**src/rtl/gelato_warp_scheduler.sv**
```systemverilog
// gelato_warp_scheduler
//
// Fetch-stage warp scheduler. Each cycle it picks one warp whose split table
// offers a valid (pc, split_table_num). The pick is round-robin, starting at
// rr_ptr. The selected offer goes into a registered valid/ready output slot
// that feeds instruction fetch. A warp stays busy after its grant, so it cannot
// be offered again until issue/writeback returns an update for it.
//
// Ports
//   clk, rst        : clock; synchronous active-high reset
//   rdy             : global stall release; 0 freezes arbitration and the output
//   warp_valid      : per-warp offer valid
//   warp_pc         : per-warp pc, warp w at [w*PC_WIDTH +: PC_WIDTH]
//   warp_split      : per-warp split_table_num, same packing
//   warp_grant      : one-hot, combinational; the offer of warp w is consumed
//   fetch_valid     : registered request valid
//   fetch_ready     : fetch unit accepts the request
//   fetch_warp_id   : warp of the request
//   fetch_pc        : pc of the request
//   fetch_split     : split_table_num of the request
//   update_valid    : an update retires the outstanding fetch of a warp
//   update_warp_id  : warp being retired
//   busy_mask       : warps with an outstanding fetch
//   idle            : no busy warp and no pending request
module gelato_warp_scheduler #(
  parameter int WARP_NUM = 4,
  parameter int PC_WIDTH = 32,
  parameter int SPLIT_W  = 2,
  parameter int WID_W    = $clog2(WARP_NUM)
) (
  input  logic                         clk,
  input  logic                         rst,
  input  logic                         rdy,
  input  logic [WARP_NUM-1:0]          warp_valid,
  input  logic [WARP_NUM*PC_WIDTH-1:0] warp_pc,
  input  logic [WARP_NUM*SPLIT_W-1:0]  warp_split,
  output logic [WARP_NUM-1:0]          warp_grant,
  output logic                         fetch_valid,
  input  logic                         fetch_ready,
  output logic [WID_W-1:0]             fetch_warp_id,
  output logic [PC_WIDTH-1:0]          fetch_pc,
  output logic [SPLIT_W-1:0]           fetch_split,
  input  logic                         update_valid,
  input  logic [WID_W-1:0]             update_warp_id,
  output logic [WARP_NUM-1:0]          busy_mask,
  output logic                         idle
);

  localparam logic [WID_W-1:0] PTR_ONE = WID_W'(1'b1);

  logic [WARP_NUM-1:0] busy_r;
  logic [WARP_NUM-1:0] busy_nxt_s;
  logic [WARP_NUM-1:0] eligible_s;
  logic [WARP_NUM-1:0] grant_s;
  logic [WARP_NUM-1:0] clr_mask_s;
  logic [WID_W-1:0]    rr_ptr_r;
  logic [WID_W-1:0]    rr_ptr_nxt_s;
  logic [WID_W-1:0]    winner_s;
  logic [WID_W-1:0]    idx_s;
  logic                found_s;
  logic                slot_free_s;
  logic                grant_en_s;

  logic                fetch_valid_r;
  logic                fetch_valid_nxt_s;
  logic [WID_W-1:0]    fetch_warp_id_r;
  logic [WID_W-1:0]    fetch_warp_id_nxt_s;
  logic [PC_WIDTH-1:0] fetch_pc_r;
  logic [PC_WIDTH-1:0] fetch_pc_nxt_s;
  logic [SPLIT_W-1:0]  fetch_split_r;
  logic [SPLIT_W-1:0]  fetch_split_nxt_s;

  assign eligible_s  = warp_valid & ~busy_r;
  assign slot_free_s = ~fetch_valid_r | fetch_ready;

  // Round-robin scan: first eligible warp at or after rr_ptr, wrapping.
  always_comb begin
    winner_s = '0;
    found_s  = 1'b0;
    idx_s    = '0;
    for (int i = 0; i < WARP_NUM; i++) begin
      // WARP_NUM is a power of two, so the WID_W-bit add wraps for free.
      idx_s = rr_ptr_r + WID_W'(i);
      if (!found_s && eligible_s[idx_s]) begin
        found_s  = 1'b1;
        winner_s = idx_s;
      end else begin
        found_s  = found_s;
        winner_s = winner_s;
      end
    end
  end

  // Grant qualification. rst blocks grants so no split table pops an entry in
  // a cycle whose request is about to be discarded.
  always_comb begin
    grant_en_s = rdy & slot_free_s & found_s & ~rst;
    grant_s    = '0;
    if (grant_en_s) begin
      grant_s[winner_s] = 1'b1;
    end else begin
      grant_s = '0;
    end
  end

  // Busy bookkeeping. Updates are applied even when rdy is low. An update to a
  // warp that is not busy clears nothing, so a set from a grant always wins.
  always_comb begin
    clr_mask_s = '0;
    if (update_valid) begin
      clr_mask_s[update_warp_id] = busy_r[update_warp_id];
    end else begin
      clr_mask_s = '0;
    end
    busy_nxt_s = (busy_r & ~clr_mask_s) | grant_s;
  end

  // Next value of the round-robin pointer and the output slot.
  always_comb begin
    rr_ptr_nxt_s        = rr_ptr_r;
    fetch_valid_nxt_s   = fetch_valid_r;
    fetch_warp_id_nxt_s = fetch_warp_id_r;
    fetch_pc_nxt_s      = fetch_pc_r;
    fetch_split_nxt_s   = fetch_split_r;
    if (grant_en_s) begin
      rr_ptr_nxt_s        = winner_s + PTR_ONE;
      fetch_valid_nxt_s   = 1'b1;
      fetch_warp_id_nxt_s = winner_s;
      fetch_pc_nxt_s      = warp_pc[winner_s*PC_WIDTH +: PC_WIDTH];
      fetch_split_nxt_s   = warp_split[winner_s*SPLIT_W +: SPLIT_W];
    end else if (rdy && fetch_valid_r && fetch_ready) begin
      // Handshake completes with nothing new to load: empty the slot, but
      // keep the payload.
      fetch_valid_nxt_s = 1'b0;
    end else begin
      // Stalled by rdy or by fetch_ready: the payload stays stable.
      fetch_valid_nxt_s = fetch_valid_r;
    end
  end

  // State register with synchronous reset.
  always_ff @(posedge clk) begin
    if (rst) begin
      busy_r          <= '0;
      rr_ptr_r        <= '0;
      fetch_valid_r   <= 1'b0;
      fetch_warp_id_r <= '0;
      fetch_pc_r      <= '0;
      fetch_split_r   <= '0;
    end else begin
      busy_r          <= busy_nxt_s;
      rr_ptr_r        <= rr_ptr_nxt_s;
      fetch_valid_r   <= fetch_valid_nxt_s;
      fetch_warp_id_r <= fetch_warp_id_nxt_s;
      fetch_pc_r      <= fetch_pc_nxt_s;
      fetch_split_r   <= fetch_split_nxt_s;
    end
  end

  assign warp_grant    = grant_s;
  assign fetch_valid   = fetch_valid_r;
  assign fetch_warp_id = fetch_warp_id_r;
  assign fetch_pc      = fetch_pc_r;
  assign fetch_split   = fetch_split_r;
  assign busy_mask     = busy_r;
  assign idle          = ~(|busy_r) & ~fetch_valid_r;

endmodule
```
**config.mk**
```make
export PLATFORM = sky130hd
export DESIGN_NAME = gelato_warp_scheduler
export DESIGN_NICKNAME = d
export VERILOG_FILES = /design/src/rtl/gelato_warp_scheduler.sv
export SDC_FILE = /design/constraint.sdc
export NUM_CORES = 1
export LEC_CHECK = 0
export BUFFER_PORTS_ARGS = -buffer_cell sky130_fd_sc_hd__buf_2
export CORE_UTILIZATION = 46
export CTS_CLUSTER_DIAMETER = 50
export DETAILED_ROUTE_END_ITERATION = 12
export PLACE_DENSITY = 0.82
export SLEW_MARGIN = 20
export SYNTH_ARGS = -nofsm -noshare
export SYNTH_HDL_FRONTEND = slang
export SYNTH_SLANG_ARGS = --single-unit
```
**constraint.sdc**
```tcl
create_clock -name clk -period 2.95 [get_ports clk]
set_clock_uncertainty 0.2 [all_clocks]
set_input_delay 0.295 -clock clk [delete_from_list [all_inputs] [get_ports clk]]
set_output_delay 0.295 -clock clk [all_outputs]
set_load 0.005 [all_outputs]
```
==> impl_metrics.csv <==
group,metric,value,unit
outcome,status,"finished clean",
worst_hold_path,hold_path_class,"in -> reg",
pwr,cellPowerDensity,381,mW/mm^2
clock_network,clock_latency,0.29,ns
die,rows,31,
worst_setup_path,timing.rr.start,"rr_ptr_r[1]",
worst_setup_path,crit_path_end_kind,"primary output",
worst_hold_path,min_path_cells,3,
place,portBuffers,192,
routing,drt_iter0_drc,285,
logic_synthesis,synth_seq_cells,43,
clock_network,clock-sinks,43,
place,place_congestion,0.831,
global_route,grt_use_total,26.5,%
layout,nets,733,
worst_setup_path,worstPathCellList,"mux2_2 > a211o_4 > or3_4 > inv_1 > buf_2",
clock_network,htreeDepth,2,
clock_network,cts.clk_slew.worst_paths,0.09,ns
die,pin_count,193,
routing,wl,11.0,mm
worst_setup_path,crit_arrival,2.20,ns
timing,holdWs,0.0974,ns
die,die_height,89.1,um
timing,fin_crit,2.70,ns
global_route,use_met3,3.88,%
clock_network,ctsResizeCount,0,
layout,areaGrowthSynthToFinish,30.5,%
global_route,grt_pass1_vias,3527,
logic_synthesis,synth_area_leaders,"dfxtp_1, mux2i_1, o2111ai_1, a21oi_1, o211ai_1",
routing,route.detailed.drc,0,
die,start_util,47.9,%
layout,drive_gt1_share,38.5,%
timing,rsz0062_at_grt,"false",
global_route,busiest_layer,"met2",
layout,final_area,0.00456,mm^2
logic_synthesis,ys_types,33,
routing,wl_per_cell,16.1,um
die,core,0.00729,mm^2
die,die_x,89.1,um
routing,firstDrtPassIters,4,
clock_network,cts_tree,"built",
timing,finalSetupTns,0,ns
worst_setup_path,max_stage_delay,0.48,ns
worst_setup_path,required,2.46,ns
worst_setup_path,critPathKind,"reg -> out",
logic_synthesis,synth_edf_count,0,
worst_hold_path,hold_end,"fetch_valid",
logic_synthesis,synthCells,438,
timing,report.final.hold_viol_count,0,
clock_network,cts_hold_buf,0,
timing,tightest_slew,0.706,ns
timing,slew_violations,0,
worst_setup_path,r2r_cells,5,
place,placed_area,0.00447,mm^2
global_route,overflow,0,
logic_synthesis,yosysWarnings,0,
global_route,grt_pass1_wl,16.7,mm
worst_setup_path,reg2reg_slack,0.63,ns
die,dieArea,0.00794,mm^2
pwr,p_leak,2.14,nW
logic_synthesis,synth_ff_type,"dfxtp_1",
flow_run,maxCapViolations,0,
logic_synthesis,synth_top_area_share,24.7,%
worst_setup_path,crit_fanout,16,
timing,timing.fmax,371,MHz
logic_synthesis,netlist_area,0.00349,mm^2
global_route,antenna_found_initial,0,
pwr,fin_total_pwr,1.74,mW
logic_synthesis,synthesis.nets,585,
global_route,grt_use_met2,45.7,%
worst_hold_path,hold_start,"rdy",
clock_network,clock_tree.root_cell,"clkbuf_8",
worst_setup_path,critPathLaunchType,"register",
routing,vias_per_cell,5.97,
clock_network,cts_buffers,5,
global_route,grt_max_degree,70,
routing,drtAntennaViolNets,0,
timing,finalSetupViolCount,0,
routing,via_count,4094,
layout,fill_cells,668,
logic_synthesis,avgSynthCellArea,7.97,um^2
timing,fin_crit_sh,91.4,%
clock_network,cts_setup_buffers,0,
global_route,grt_use_met1,34.2,%
layout,diodes,0,
logic_synthesis,async_flop_share,0,%
logic_synthesis,yosys.area.top_type,"dfxtp_1",
worst_setup_path,slowest_stage,"dfxtp_1",
pwr,irDropWorstVdd,0.000196,V
logic_synthesis,synth-seq-area-share,24.7,%
worst_setup_path,worstReg2RegEnd,"fetch_pc[13]",
timing,max_slew_margin,53.0,%
clock_network,cts_buffer_depth,2,
place,dp_hpwl,7.84,mm
## routing by layer
metal	routed length, um	up-vias	share of wire (%)
li1	-	2011	-
met1	4700	1880	43
met3	624	16	5.7
met5	0	-	0
met4	189	0	1.7
met2	5500	187	50
## cells in the mapped netlist (2+ instances only)
cell type,count
buf_1,3
nand3_1,2
dfxtp_1,43
inv_1,4
a21oi_1,75
o21ai_0,2
a21o_1,2
o211ai_1,34
o2111ai_1,68
or4_1,2
nor2_1,5
nor2b_1,5
buf_2,14
nand2_1,41
buf_6,3
nand2b_1,4
and2_1,2
nand3b_1,3
mux2i_1,68
a21oi_2,2
clkbuf_1,44
## where the power goes
part,leakage (nW),switching (mW),internal (mW)
sequential,0.354,0.0393,0.653
combinational,1.73,0.362,0.302
clock,0.0477,0.218,0.163
total,2.14,0.620,1.12
## how the worst max path moves through the flow
stage	from	endpoint	slack (ns)	cells past startpoint
5_1_grt	busy_mask[2]	warp_grant[3]	0.1	7
3_5_place_dp	warp_valid[2]	warp_grant[1]	0.57	8
4_1_cts	rr_ptr_r[1]	warp_grant[1]	0.25	5
6_report	rr_ptr_r[1]	warp_grant[1]	0.25	5
3_3_place_gp	warp_valid[0]	warp_grant[1]	0.62	7
2_1_floorplan	warp_valid[2]	warp_grant[1]	0.70	8
## state kept, by name, summed over array words and instances, names as in the netlist
| register | cells |
|---|---|
| fetch_valid | 1 |
| fetch_warp_id | 2 |
| fetch_pc | 32 |
| busy_mask | 4 |
| rr_ptr_r | 2 |
| fetch_split | 2 |
## per-stage QoR
stage               std cells  setup WS (ns)  util (%)
finish                    686          0.254      62.5
global route              686         0.0962      62.5
CTS                       686          0.249      62.5
detailed placement        678          0.567      61.3
global placement          678          0.615      61.3
floorplan                 438          0.697         -
## placed cells by master, fill, tap and decap left out, types with 4 or more instances in the layout
cell type and count:
buf_2 192, a21oi_1 75, mux2i_1 68, o2111ai_1 68
dfxtp_1 43, nand2_1 41, o211ai_1 34, buf_4 11
nor2_1 5, clkbuf_8 5, inv_1 4
## kinds of logic (layout without fill, tap and decap cells)
group	count (synthesis)	in the layout	synth area share, %
mux	69	69	19.8
compound gates	188	188	37.4
flops	43	43	24.7
simple gates	69	69	9.42
buf+inv	68	217	8.46
xor+xnor	1	1	0.251
## cell type report
class                           instances  area (um^2)  area share [%]
Tap cell                               99          124            2.72
Inverter                                4         15.0           0.329
Sequential cell                        43          861            18.9
Timing Repair Buffer                  205         1080            23.8
Clock buffer                            5         68.8            1.51
Multi-Input combinational cell        327         2390            52.4
Clock inverter                          3         15.0           0.329
## worst max-delay path, delay by kind of cell, from the launching register on
family / cells / cell delay, ns
simple gates: 1 / 0.43
flops: 1 / 0.48
mux: 1 / 0.38
compound gates: 1 / 0.45
buf+inv: 2 / 0.16
Power figures use the tool's default switching activity.
